File: src/rtl/seven_segment_scanner.sv
// Captures a signed value, converts its magnitude to BCD one bit per cycle and
// time-multiplexes four sign/blank/overflow-coded digits onto en/num.
module seven_segment_scanner #(
    parameter int unsigned DATA_W      = 16,
    parameter int unsigned REFRESH_DIV = 100000
) (
    input  logic              i_clk,
    input  logic              i_rst_n,
    input  logic              i_start,
    input  logic [DATA_W-1:0] i_value,
    output logic              o_busy,
    output logic              o_done,
    output logic              o_overflow,
    output logic [1:0]        o_en,
    output logic [3:0]        o_num
);

    localparam int unsigned  IterW    = $clog2(DATA_W);
    localparam int unsigned  RefW     = $clog2(REFRESH_DIV);
    localparam logic [IterW-1:0] LastIter = IterW'(DATA_W - 1);
    localparam logic [RefW-1:0]  RefLast  = RefW'(REFRESH_DIV - 1);
    localparam logic [3:0]   CodeDash  = 4'd10;
    localparam logic [3:0]   CodeBlank = 4'd15;

    typedef enum logic [1:0] {
        StIdle,
        StConvert,
        StCommit
    } state_e;

    state_e            r_state;
    logic [DATA_W-1:0] r_mag;
    logic [19:0]       r_bcd;
    logic [IterW-1:0]  r_iter;
    logic              r_neg;
    logic              r_busy;
    logic              r_done;
    logic              r_overflow;
    logic [3:0]        r_digit [4];
    logic [RefW-1:0]   r_ref_cnt;
    logic [1:0]        r_en;

    logic [DATA_W-1:0] w_abs;
    logic [19:0]       w_bcd_adj;
    logic              w_ovf;
    logic [3:0]        w_d0;
    logic [3:0]        w_d1;
    logic [3:0]        w_d2;
    logic [3:0]        w_d3;

    // Subtracting from zero also maps the most negative value onto 2^(DATA_W-1).
    always_comb begin
        w_abs = i_value;
        if (i_value[DATA_W-1]) begin
            w_abs = DATA_W'(0) - i_value;
        end
    end

    always_comb begin
        w_bcd_adj = r_bcd;
        for (int i = 0; i < 5; i++) begin
            if (r_bcd[4*i +: 4] >= 4'd5) begin
                w_bcd_adj[4*i +: 4] = r_bcd[4*i +: 4] + 4'd3;
            end
        end
    end

    always_comb begin
        w_ovf = |r_bcd[19:12];
        w_d0  = r_bcd[3:0];
        w_d1  = r_bcd[7:4];
        w_d2  = r_bcd[11:8];
        w_d3  = r_neg ? CodeDash : CodeBlank;
        if (r_bcd[11:8] == 4'd0) begin
            w_d2 = CodeBlank;
            if (r_bcd[7:4] == 4'd0) begin
                w_d1 = CodeBlank;
            end
        end
        if (w_ovf) begin
            w_d0 = CodeDash;
            w_d1 = CodeDash;
            w_d2 = CodeDash;
            w_d3 = CodeDash;
        end
    end

    always_ff @(posedge i_clk or negedge i_rst_n) begin
        if (!i_rst_n) begin
            r_state    <= StIdle;
            r_mag      <= '0;
            r_bcd      <= '0;
            r_iter     <= '0;
            r_neg      <= 1'b0;
            r_busy     <= 1'b0;
            r_done     <= 1'b0;
            r_overflow <= 1'b0;
            r_digit[0] <= 4'd0;
            r_digit[1] <= CodeBlank;
            r_digit[2] <= CodeBlank;
            r_digit[3] <= CodeBlank;
        end else begin
            r_done <= 1'b0;
            unique case (r_state)
                StIdle: begin
                    if (i_start) begin
                        r_mag   <= w_abs;
                        r_neg   <= i_value[DATA_W-1];
                        r_bcd   <= '0;
                        r_iter  <= '0;
                        r_busy  <= 1'b1;
                        r_state <= StConvert;
                    end
                end
                StConvert: begin
                    {r_bcd, r_mag} <= {w_bcd_adj, r_mag} << 1;
                    r_iter         <= r_iter + 1'b1;
                    if (r_iter == LastIter) begin
                        r_state <= StCommit;
                    end
                end
                StCommit: begin
                    r_digit[0] <= w_d0;
                    r_digit[1] <= w_d1;
                    r_digit[2] <= w_d2;
                    r_digit[3] <= w_d3;
                    r_overflow <= w_ovf;
                    r_busy     <= 1'b0;
                    r_done     <= 1'b1;
                    r_state    <= StIdle;
                end
                default: r_state <= StIdle;
            endcase
        end
    end

    // Refresh runs on its own; it never waits on a conversion.
    always_ff @(posedge i_clk or negedge i_rst_n) begin
        if (!i_rst_n) begin
            r_ref_cnt <= '0;
            r_en      <= 2'd0;
        end else if (r_ref_cnt == RefLast) begin
            r_ref_cnt <= '0;
            r_en      <= r_en + 2'd1;
        end else begin
            r_ref_cnt <= r_ref_cnt + 1'b1;
        end
    end

    assign o_busy     = r_busy;
    assign o_done     = r_done;
    assign o_overflow = r_overflow;
    assign o_en       = r_en;
    assign o_num      = r_digit[r_en];

endmodule
File: config.mk
export PLATFORM = sky130hd
export DESIGN_NAME = seven_segment_scanner
export DESIGN_NICKNAME = d
export VERILOG_FILES = /design/src/rtl/seven_segment_scanner.sv
export SDC_FILE = /design/constraint.sdc
export NUM_CORES = 1
export LEC_CHECK = 0
export CAP_MARGIN = 15
export CORE_MARGIN = 8
export CORE_UTILIZATION = 30
export CTS_CLUSTER_DIAMETER = 100
export DETAILED_ROUTE_END_ITERATION = 7
export HOLD_SLACK_MARGIN = 0.08
export PLACE_DENSITY = 0.51
export SLEW_MARGIN = 20
export SYNTH_ARGS = -nofsm -noshare
export SYNTH_HDL_FRONTEND = slang
export SYNTH_SLANG_ARGS = --single-unit
File: constraint.sdc
create_clock -name i_clk -period 1.9 [get_ports i_clk]
set_input_delay 0.38 -clock i_clk [delete_from_list [all_inputs] [get_ports i_clk]]
set_output_delay 0.38 -clock i_clk [all_outputs]
set_load 0.03 [all_outputs]
==> metrics.md <==
| Metric | Value |
|---|---|
| MaxCap Viol Count | 0 |
| Register bit total from synthesis | 78 |
| CTS Root Cell | clkbuf_16 |
| Slew of the pin with the lowest slew margin | around 0.52 ns |
| DP HPWL | around 6.6 mm |
| Finished Layout Cells | ~630 |
| Nets | between 400 and 500 |
| Routed Antenna Nets | 0 |
| Global-route wire length before repair | between 15 and 20 mm |
| Sink Count | 78 |
| I/O Buffers | 27 |
| Die ar. | roughly 17000 µm² |
| P_leak | ~0.0022 µW |
| Top FF cell, synth | dfrtp_1 |
| Synth top area cells | dfrtp_1, dfstp_2, ha_1 |
| Outcome | finished clean |
| Initial antenna violation count | 0 |
| Biggest area consumer among synthesized cells | dfrtp_1 |
| Slew margin rel. | between 60% and 70% |
| PD cells | 1310 nW/µm² |
| Clock latency at the later pin of the worst-skew pair | about 0.33 ns |
| Register Area | 1960 µm² |
| Via count | 3068 |
| Clock Tree Buf Depth | 2 |
| Num rows | 42 |
| Via count of the first global-routing pass | 3111 |
| Setup crit start kind | input pin |
| Post-synth ARST share | 100% |
| Hold Crit Class | reg -> reg |
| Crit Path Max Fanout | 9 |
| Core Area | 13100 µm² |
| RSZ-0062 raised after global routing | yes |
| Placed Instances | 610 |
| CTS tree | built |
| Total Wirelength | 8.93 mm |
| DRC errors left | 0 |
| Largest net degree at the start of global routing | 40 |
| Final setup viols | 0 |
| Placed instance area | between 4000 and 5000 µm² |
| Logic pwr share | between 30% and 40% |
| Max-slew violation count | 0 |
| RePlAce Congestion | 0.760 |
| Switching share of power | ~34% |
| Gr usage total | between 10% and 20% |
| ANT cells | 0 |
| Max Clock Freq | 534 MHz |
| Ports | 28 |
| Fin crit share | around 99% |
| Die width | 131 µm |
| DR WL/cell | between 10 and 15 µm |
| Number of synthesized flops with an enable pin | 0 |
| P&R area growth vs syn | 26.1% |
| Critical path class | in -> reg |
| Setup WS pre-CTS | -0.301 ns |
| Total CTS buffers | 9 |
| Sequential share of the synthesized area | about half |
| Reg power frac | a little under two fifths |
| Net switching power | around 2300 µW |
| Yosys top cell area share | 43.2% |
| Int Pwr | about 4300 µW |
| Setup_tns | 0 ns |
| Yosys cell types | 48 |
| Grt total ovfl | 0 |
| Worst Setup End Kind | flip-flop |
| Layout fillers | 1295 |
| Layout cells sized above 1 | around a fifth |
| Mapped Cells | 384 |
| Multi-input logic area | 1900 µm² |
| Via density | slightly below 5 |
| Synth warn | 0 |
| Pre-antenna DRT Iters | 4 |
| H-tree Lvls | 3 |
| CTS clk-pin slew, worst paths | ~0.06 ns |
| Syn nets | about 420 |
| Fin crit period | between 1.5 and 2 ns |
| Clock network power share | between 20% and 30% |
| Final WS setup | roughly 0.028 ns |
| Worst-case clock skew | a little under 0.01 ns |
| Peak supply drop | between 0.0004 and 0.0005 V |
| Synth Area per Inst | about 10 µm² |
| Die Ht | between 100 and 150 µm |
| Post-Layout Inst Area | 5050 µm² |
| Worst endpoint required time | ~2.1 ns |
| Critical Path AT | between 2 and 2.5 ns |
| Mapped Area | about 4000 µm² |
| DRT iter0 DRCs | 157 |
| Starting Density | ~30% |
| Endpoints failing hold | 0 |
## logic make-up after synthesis
group / count (synthesis) / share of synthesized area, %
and+or+nand+nor: 108 / 14.0
AOI/OAI and AO/OA: 100 / 17.6
DFF: 78 / 49.1
xor gates and xnor gates: 37 / 8.10
buffers and inverters: 37 / 3.72
adders and majority gates: 14 / 4.38
muxes: 10 / 3.19
## cells in the mapped netlist, drive strengths merged (8+ instances only)
cell,number
nor2,20
xnor2,17
xor2,20
a21oi,14
nand2b,8
clkbuf,15
dfstp,9
o31ai,10
nand2,30
ha,14
o21ai,33
inv,19
dfrtp,69
nand3,9
a22oi,9
## worst max-delay path, cell delays in order
cell and delay, ns:
clkdlybuf4s50_1 0.42, or4_4 0.64, o41ai_4 0.40, xnor2_1 0.16
o21ai_1 0.08
## per-stage QoR
step,hold WS (ns),util (%),power [µW]
global placement,0.390,36.1,4830
global route,0.478,38.4,7090
detailed placement,0.392,36.1,4910
finish,0.449,38.4,6600
floorplan,0.0844,-,4080
CTS,0.454,38.4,6680
## sequential cells by signal, summed over array words and instances (netlist names)
name	count
o_busy	1
o_done	1
o_en	2
o_overflow	1
r_bcd	20
r_digit	13
r_iter	4
r_mag	16
r_neg	1
r_ref_cnt	17
r_state	2
## final timing paths
check / from / end / slack [ns] / cells after the start
setup reg to reg: r_ref_cnt[7] / r_ref_cnt[16] / 0.14 / 4
hold reg to reg: r_neg / r_digit[0] / 0.45 / 1
setup / recovery: i_value[5] / r_mag[14] / 0.03 / 5
min in group asynchronous: i_rst_n / r_digit[14] / 0.57 / 2
max in group asynchronous: i_rst_n / r_bcd[10] / 0.72 / 3
hold / removal: r_neg / r_digit[0] / 0.45 / 1
## final cells by class
type / instances / share of cell area (%)
clock buffer: 12 / 5.08
timing repair buffer: 69 / 11.8
tap: 176 / 4.36
clock inverter: 3 / 0.868
multi-input combinational: 269 / 37.6
sequential: 78 / 38.9
inverter: 19 / 1.41
## layout by cell type (no fill, tap or decap), types with 5 or more instances in the layout
cell type,count
dfrtp_1,68
buf_4,42
o21ai_0,31
nand2_1,30
clkdlybuf4s50_1,21
nor2_1,20
xor2_1,20
inv_1,18
xnor2_1,17
a21oi_1,14
ha_1,14
o31ai_1,10
nand3_1,9
a22oi_1,9
clkbuf_16,9
dfstp_2,9
nand2b_1,8
o22ai_1,7
nand4_1,6
mux2i_1,6
or3_1,5
nor2b_1,5
o32ai_1,5
a32o_1,5
## routing by layer
layer	part of all wire, %	GRT usage [%]	vias up	wire, µm
met4	2.0	4.98	0	176
met1	49	13.4	1514	4360
met3	2.4	2.10	14	213
met5	0	0	-	0
met2	47	17.2	35	4180
li1	-	-	1505	-
## power by group through the flow
| stage | Sequential [µW] | Combinational, µW | Clock, µW |
|---|---|---|---|
| after floorplan | 2410 | 1670 | 0 |
| after global placement | 2500 | 2330 | 0 |
| after detailed placement | 2510 | 2400 | 0 |
| after CTS | 2480 | 2410 | 1780 |
| after global routing | 2550 | 2690 | 1860 |
| final | 2490 | 2380 | 1730 |
## repair_timing
item,4_1_cts,5_1_grt
endpoints found under the hold margin,28,0
cloned,0,0
buffers inserted,0,0
hold buffers,1,0
resized for setup,10,3
setup endpoints to repair,4,6
pin swaps,0,1
Note: power is estimated with default switching activity, not from simulation.
